**src/rtl/class_argmax.sv**
```systemverilog
// class_argmax: drains {last, score} words from a non-show-ahead FIFO and
// reports, per image of NUM_CLASS scores, the index and value of the largest
// signed score (ties keep the earliest index) plus a framing-error flag.
// Optional build macro ARGMAX_TOP2_EN adds the runner-up (res_class2/res_score2).
module class_argmax #(
    parameter int DATA_WIDTH = 32,
    parameter int NUM_CLASS  = 1000,
    parameter int IDX_WIDTH  = 16
) (
    input  logic                  clk,
    input  logic                  reset,
    input  logic [DATA_WIDTH-1:0] fifo_data,
    input  logic                  fifo_last,
    input  logic                  fifo_empty,
    output logic                  fifo_rdreq,
    output logic                  res_valid,
    input  logic                  res_ready,
    output logic [IDX_WIDTH-1:0]  res_class,
    output logic [DATA_WIDTH-1:0] res_score,
    output logic                  res_err
`ifdef ARGMAX_TOP2_EN
    ,
    output logic [IDX_WIDTH-1:0]  res_class2,
    output logic [DATA_WIDTH-1:0] res_score2
`endif
);

    // The issue counter must reach NUM_CLASS itself, which may need one bit
    // more than a class index does.
    localparam int                   CNT_W     = IDX_WIDTH + 1;
    localparam logic [CNT_W-1:0]     ISSUE_MAX = CNT_W'(NUM_CLASS);
    localparam logic [IDX_WIDTH-1:0] LAST_IDX  = IDX_WIDTH'(NUM_CLASS - 1);

    typedef enum logic [1:0] {
        IDLE = 2'd0,
        SCAN = 2'd1,
        EMIT = 2'd2
    } state_t;

    state_t                 state_q, state_d;
    logic [CNT_W-1:0]       issued_q, issued_d;
    logic [IDX_WIDTH-1:0]   cnt_q, cnt_d;
    logic [IDX_WIDTH-1:0]   idx_q, idx_d;
    logic signed [DATA_WIDTH-1:0] max_q, max_d;
    logic                   err_q, err_d;
    // A pop issued last cycle means fifo_data holds a word to sample now.
    logic                   pend_q, pend_d;
    logic                   rdreq;
    logic                   take_new;
    logic signed [DATA_WIDTH-1:0] score;

`ifdef ARGMAX_TOP2_EN
    logic [IDX_WIDTH-1:0]   idx2_q, idx2_d;
    logic signed [DATA_WIDTH-1:0] sec_q, sec_d;
`endif

    assign score = $signed(fifo_data);

    // Next-state, pop request and running max/err update.
    always_comb begin
        state_d  = state_q;
        issued_d = issued_q;
        cnt_d    = cnt_q;
        idx_d    = idx_q;
        max_d    = max_q;
        err_d    = err_q;
        rdreq    = 1'b0;
        take_new = 1'b0;
`ifdef ARGMAX_TOP2_EN
        idx2_d   = idx2_q;
        sec_d    = sec_q;
`endif
        case (state_q)
            IDLE: begin
                cnt_d    = '0;
                issued_d = '0;
                idx_d    = '0;
                max_d    = '0;
                err_d    = 1'b0;
`ifdef ARGMAX_TOP2_EN
                idx2_d   = '0;
                sec_d    = '0;
`endif
                state_d  = SCAN;
            end
            SCAN: begin
                // Requests stop once the whole image has been issued so the
                // next image's words stay queued in the FIFO.
                rdreq = !reset && !fifo_empty && (issued_q < ISSUE_MAX);
                if (rdreq) begin
                    issued_d = issued_q + 1'b1;
                end
                if (pend_q) begin
                    take_new = (cnt_q == '0) || (score > max_q);
                    if (take_new) begin
                        max_d = score;
                        idx_d = cnt_q;
                    end
`ifdef ARGMAX_TOP2_EN
                    // A new leader demotes the old one; otherwise the word
                    // may still beat the runner-up. The second word seen is
                    // always a valid runner-up when it does not lead.
                    if (take_new) begin
                        if (cnt_q != '0) begin
                            sec_d  = max_q;
                            idx2_d = idx_q;
                        end
                    end else if ((cnt_q == IDX_WIDTH'(1)) || (score > sec_q)) begin
                        sec_d  = score;
                        idx2_d = cnt_q;
                    end
`endif
                    if ((fifo_last && (cnt_q != LAST_IDX)) ||
                        (!fifo_last && (cnt_q == LAST_IDX))) begin
                        err_d = 1'b1;
                    end
                    cnt_d = cnt_q + 1'b1;
                    // The count, not the last flag, closes the image.
                    if (cnt_q == LAST_IDX) begin
                        state_d = EMIT;
                    end
                end
            end
            EMIT: begin
                if (res_ready) begin
                    state_d = IDLE;
                end
            end
            default: begin
                state_d = IDLE;
            end
        endcase
    end

    assign pend_d = rdreq;

    // State and datapath registers with synchronous reset.
    always_ff @(posedge clk) begin
        if (reset) begin
            state_q  <= IDLE;
            issued_q <= '0;
            cnt_q    <= '0;
            idx_q    <= '0;
            max_q    <= '0;
            err_q    <= 1'b0;
            pend_q   <= 1'b0;
`ifdef ARGMAX_TOP2_EN
            idx2_q   <= '0;
            sec_q    <= '0;
`endif
        end else begin
            state_q  <= state_d;
            issued_q <= issued_d;
            cnt_q    <= cnt_d;
            idx_q    <= idx_d;
            max_q    <= max_d;
            err_q    <= err_d;
            pend_q   <= pend_d;
`ifdef ARGMAX_TOP2_EN
            idx2_q   <= idx2_d;
            sec_q    <= sec_d;
`endif
        end
    end

    assign fifo_rdreq = rdreq;
    assign res_valid  = (state_q == EMIT);
    assign res_class  = idx_q;
    assign res_score  = max_q;
    assign res_err    = err_q;
`ifdef ARGMAX_TOP2_EN
    assign res_class2 = idx2_q;
    assign res_score2 = sec_q;
`endif

endmodule

```
**config.mk**
```make
export PLATFORM = sky130hd
export DESIGN_NAME = class_argmax
export DESIGN_NICKNAME = d
export VERILOG_FILES = /design/src/rtl/class_argmax.sv
export SDC_FILE = /design/constraint.sdc
export NUM_CORES = 1
export LEC_CHECK = 0
export CAP_MARGIN = 5
export CORE_ASPECT_RATIO = 2
export CORE_MARGIN = 2
export CORE_UTILIZATION = 56
export CTS_BUF_LIST = sky130_fd_sc_hd__clkbuf_16
export DETAILED_ROUTE_END_ITERATION = 8
export PLACE_DENSITY_LB_ADDON = 0.15
export SLEW_MARGIN = 30
export SYNTH_ARGS = -nofsm -noshare
export SYNTH_HDL_FRONTEND = slang
export SYNTH_SLANG_ARGS = --single-unit
```
**constraint.sdc**
```tcl
create_clock -name clk -period 5.2 [get_ports clk]
set_input_delay 1.04 -clock clk [delete_from_list [all_inputs] [get_ports clk]]
set_output_delay 1.04 -clock clk [all_outputs]
set_load 0.02 [all_outputs]
```
======== Yosys cells after proc, flatten, opt, wreduce, memory -nomap -nowiden ========
Index checks and enable logic that the tools add are counted.
storage, ports and cells
  bits in registers ....................... 85
  input port bits ......................... 37
  output and inout bits ................... 51
  logic and storage cells ................. 56
cells by class
  $add $sub $neg .......................... 2
  order comparisons ....................... 2
  eq/ne operators ......................... 10
  mux-type cells .......................... 18
  reduce and logical (&&, ||, !) cells .... 17
operators with widths
  kind                                                                       count
  32-bit 2-to-1 mux                                                          2
  16-bit case mux with 2 select lines                                        2
  32-bit case mux with 2 select lines                                        1
  16-bit 2-to-1 mux                                                          3
  17-bit case mux with 2 select lines                                        1
  32-bit > comparator                                                        1
  17-bit by 1-bit adder with 17-bit output, second input constant            1
  17-bit by 10-bit < comparator with 1-bit output, second input constant     1
  17-bit 2-to-1 mux                                                          1
  16-bit by 1-bit adder with 16-bit output, second input constant            1
  16-bit by 10-bit equality test with 1-bit output, second input constant    1
  16-bit logical NOT                                                         1
  16-bit by 10-bit inequality test with 1-bit output, second input constant  1
  2-bit inequality test, second input constant                               5
  3-bit AND reduction                                                        3
  2-bit 2-to-1 mux                                                           3
  2-bit case mux with 3 select lines                                         1
  1-bit logical AND                                                          4
  2-bit AND reduction                                                        2
  1-bit logical NOT                                                          3
  1-bit 2-to-1 mux                                                           3
  2-bit by 1-bit equality test with 1-bit output, second input constant      1
  2-bit equality test, second input constant                                 1
  2-bit logical NOT                                                          1
  4 further kinds                                                            5

======== Longest topological paths before layout ========
  word-level depth ........................ 6
  mapped depth ............................ 11
  gate-level depth less buffers ........... 9

======== Worst setup path before layout ========
Ideal clock, no wire load.
  path kind ............................... input to register
  start point ............................. input port fifo_data[14]
  end point ............................... register idx_q[1] (netlist: res_class[1])
  library setup time ...................... 0.132 ns
  arrival time ............................ 3.341 ns
  required time ........................... 5.068 ns
  path slack .............................. 1.727 ns
  cell stages on the path ................. 10
  buffers on the path ..................... 2
  cell sequence ........................... ha_1 > nand4_2 > or4_4 > o31a_1 > o311a_2 > a2111o_1 > buf_6 > buf_6 > nand4_1 > a21oi_1
between the ends
  cells in the longest elaborated chain, start to end .. 4
ends and longest elaborated chain
  element                          line  text
  start, declared                  12    input logic [DATA_WIDTH-1:0] fifo_data,
  32-bit > comparator              94    take_new = (cnt_q == '0) || (score > max_q);
  1-bit logical OR                 94
  2-bit inequality test (no line)  --
  3-bit AND reduction (no line)    --
  end signal, assigned             155   idx_q <= idx_d;
  end, declared                    43    logic [IDX_WIDTH-1:0] idx_q, idx_d;
Every way passes these cells.
A chain may end at the register's enable or synchronous reset.

======== Worst setup path after layout ========
  start point ............................. input port fifo_data[31]
  end point ............................... register max_q[25] (netlist: res_score[25])
between the ends
  cells in the longest elaborated chain, start to end .. 4
ends and longest elaborated chain
  element                          line  text
  32-bit > comparator              94
  1-bit logical OR                 94
  2-bit inequality test (no line)  --
  3-bit AND reduction (no line)    --
  end signal, assigned             156   max_q <= max_d;
  end, declared                    44    logic signed [DATA_WIDTH-1:0] max_q, max_d;
Every way passes these cells.

==> key figures <==
STA
  – Hold Slack: 463.5 ps
  – Final setup vio count: 0
  – RSZ-0062 raised after global routing: false
  – Final setup TNS: 0 ps
  – Period utilization: 0.8078
  – F_max: around 0.24 GHz
  – Max Slew Vio Count: 0
  – Worst-margin pin slew: 734.2 ps
  – Rel. slew slack: 0.5105
  – Final Skew: 7.584 ps
  – Final Hold Fails: 0
  – Setup ws final: ~1000 ps
  – Crit path time final: ~4200 ps

Setup path
  – Worst path slowest cell: a2111oi_4
  – WP buf/inv: 2
  – Crit path depth: 10
  – Max incr delay on CP: around 700 ps
  – Crit path DAT: 4460 ps
  – Crit-path cells: clkdlybuf4s50_1 -> ha_1 -> nand4_1 -> or4_1 -> o31a_1 -> o311a_2 -> a2111oi_4 -> buf_4 -> o21ai_0 -> a21oi_1
  – Crit end category: flip-flop
  – WS Path Type: input port to flip-flop
  – WP data required: 5460 ps
  – Reg2reg setup slack: 1770 ps
  – R2R cell count: 10
  – CP max FO: 22
  – Delay-heaviest family, CP: compound AO/OA/AOI/OAI gates
  – Startpoint Class: input port

Global routing
  – Congestion Overflow GR: 0
  – GRT Total Usage: 0.2677
  – Largest net degree at the start of global routing: 59
  – Wire length of the first global-routing pass: about 18 mm
  – Vias in the first global route: 4035
  – Initial antenna violation count: 0

Logic synthesis
  – Top cells by area, synth: dfxtp_1, ha_1, nand4_1
  – Post-synth top area share: 0.3906
  – #FFs+latches synth: 85
  – Sequential share of the synthesized area: 0.3906
  – Netlist cell types: just over 50
  – Post-synthesis async set-or-reset flop share: 0
  – Yosys top cell by area: dfxtp_1
  – Top FF cell, synth: dfxtp_1
  – Number of synthesized flops with an enable pin: 0
  – Yosys warnings: 0
  – Post-Syn Nets: 593
  – Mapped cell area: about 0.0044 mm^2
  – Syn_area_per_cell: 8.362 um^2
  – Synth Instances: 521

Layout
  – # fillers: 626
  – # nets final: 663
  – Area added between synthesis and finish: 25.42%
  – Final core utilization: 0.7242
  – Share of cells above drive strength 1: 0.04698
  – Non-filler instance count after layout: 690
  – Design area: 0.005464 mm^2
  – Antenna Cells: 0

Drt
  – Drt initial violations: 280
  – DRT Pass-1 Iters: 4
  – Vias: 4103
  – Post-route ant nets: 0
  – Detailed Route WL: 11.00 mm
  – # DRC: 0
  – DR vias/cell: 5.946
  – WL/cell: 15.94 um

Floorplanning
  – Die ar.: 0.008544 mm^2
  – Chip Height: 128.7 um
  – Starting Density: 0.5774
  – DIE WIDTH: 66.37 um
  – Core area: 0.007545 mm^2
  – I/O pins: 88
  – Rows: 45

Placement
  – Placed Instance Area: 0.005204 mm^2
  – Placed cells: 674
  – Port Buffer Count: 87
  – Pre-CTS WS: 676.5 ps
  – DP HPWL: 7.683 mm
  – Gpl congestion: 0.8374

Pwr
  – Total Power: 1.432 mW
  – Pwr dens: 262.0 mW/mm^2
  – Maximum vdd drop: 0.2117 mV
  – Pleak: 1.940 nW

CTS
  – Clk Latency, worst-skew pair: roughly 330 ps
  – Setup bufs post-CTS: 0
  – CTS tree: built
  – Max clock buf depth: 2
  – Root Driver: clkbuf_16
  – TritonCTS Buffers: 9
  – Clock transition at the registers of the reported paths: 60 ps
  – CTS hold repair buffers: 0
  – Resized Gates After CTS: 0
  – CTS Sinks: 85
  – H-Tree Level Count: 3

Min path
  – Hold depth: 1
  – HP Class: flip-flop to flip-flop

Job
  – Max-cap violations: 0

Outcome
  – Status: completed
## routing by layer
layer,track usage,vias to the layer above,part of all wire
met5,0,-,0
met4,0.1549,0,0.042
met3,0.04545,33,0.039
met2,0.4729,120,0.54
met1,0.2912,1921,0.38
li1,-,2029,-
## cell usage in the layout, fill, tap and decap left out, types with 8 or more instances in the layout
| cell type | n |
|---|---|
| a21oi_1 | 69 |
| o21ai_1 | 29 |
| o21ai_0 | 28 |
| xor2_1 | 13 |
| ha_1 | 35 |
| nand2_1 | 19 |
| nand4_1 | 61 |
| and2_1 | 8 |
| nor2_1 | 37 |
| clkdlybuf4s50_1 | 86 |
| inv_1 | 41 |
| clkbuf_16 | 9 |
| dfxtp_1 | 85 |
## sequential cells by signal, indices dropped and copies added (netlist names)
signal / cells
cnt_q: 16
res_score: 32
state_q: 2
pend_q: 1
res_err: 1
res_class: 16
issued_q: 17
## power breakdown
group	internal, mW	leakage, nW	switching, mW
clock network	0.316	0.139	0.250
logic	0.0845	1.11	0.107
registers	0.664	0.689	0.0104
total	1.06	1.94	0.367
## cells by family (layout without fill, tap and decap cells)
logic type,after synthesis,after routing,synth area share
multiplexers,1,1,0.002298
flip-flops,85,85,0.3906
AND/OR/NAND/NOR,161,161,0.2013
buffers and inverters,74,149,0.08127
XOR/XNOR,18,18,0.03619
AO/OA/AOI/OAI,147,147,0.1878
adder cells (fa/ha/maj),35,35,0.1005
## worst paths after layout
kind | endpoint | startpoint
hold reg to reg | issued_q[14] | issued_q[14]
hold / removal | issued_q[14] | issued_q[14]
setup / recovery | res_score[25] | fifo_data[31]
setup reg to reg | res_score[25] | res_score[31]
## cells in the mapped netlist, drive strengths merged, types with 3 or more instances
cell type,count
nor4,3
xor2,13
nand4,62
a21oi,70
ha,35
xnor2,5
a22oi,3
inv,39
nand3,7
nor2,37
o21ai,57
buf,9
clkbuf,26
and4,3
nor3,7
dfxtp,85
nand2,19
and2,8
or3,3
nor2b,3
## area by class of cell
| class | count | area [um^2] | share of cell area |
|---|---|---|---|
| Inverter | 39 | 146.4 | 0.02679 |
| Sequential cell | 85 | 1702 | 0.3114 |
| Clock buffer | 9 | 225.2 | 0.04122 |
| Tap cell | 94 | 117.6 | 0.02153 |
| Clock inverter | 7 | 35.03 | 0.006412 |
| Timing Repair Buffer | 94 | 918.4 | 0.1681 |
| Multi-Input combinational cell | 362 | 2320 | 0.4245 |
Power figures use the tool's default switching activity.
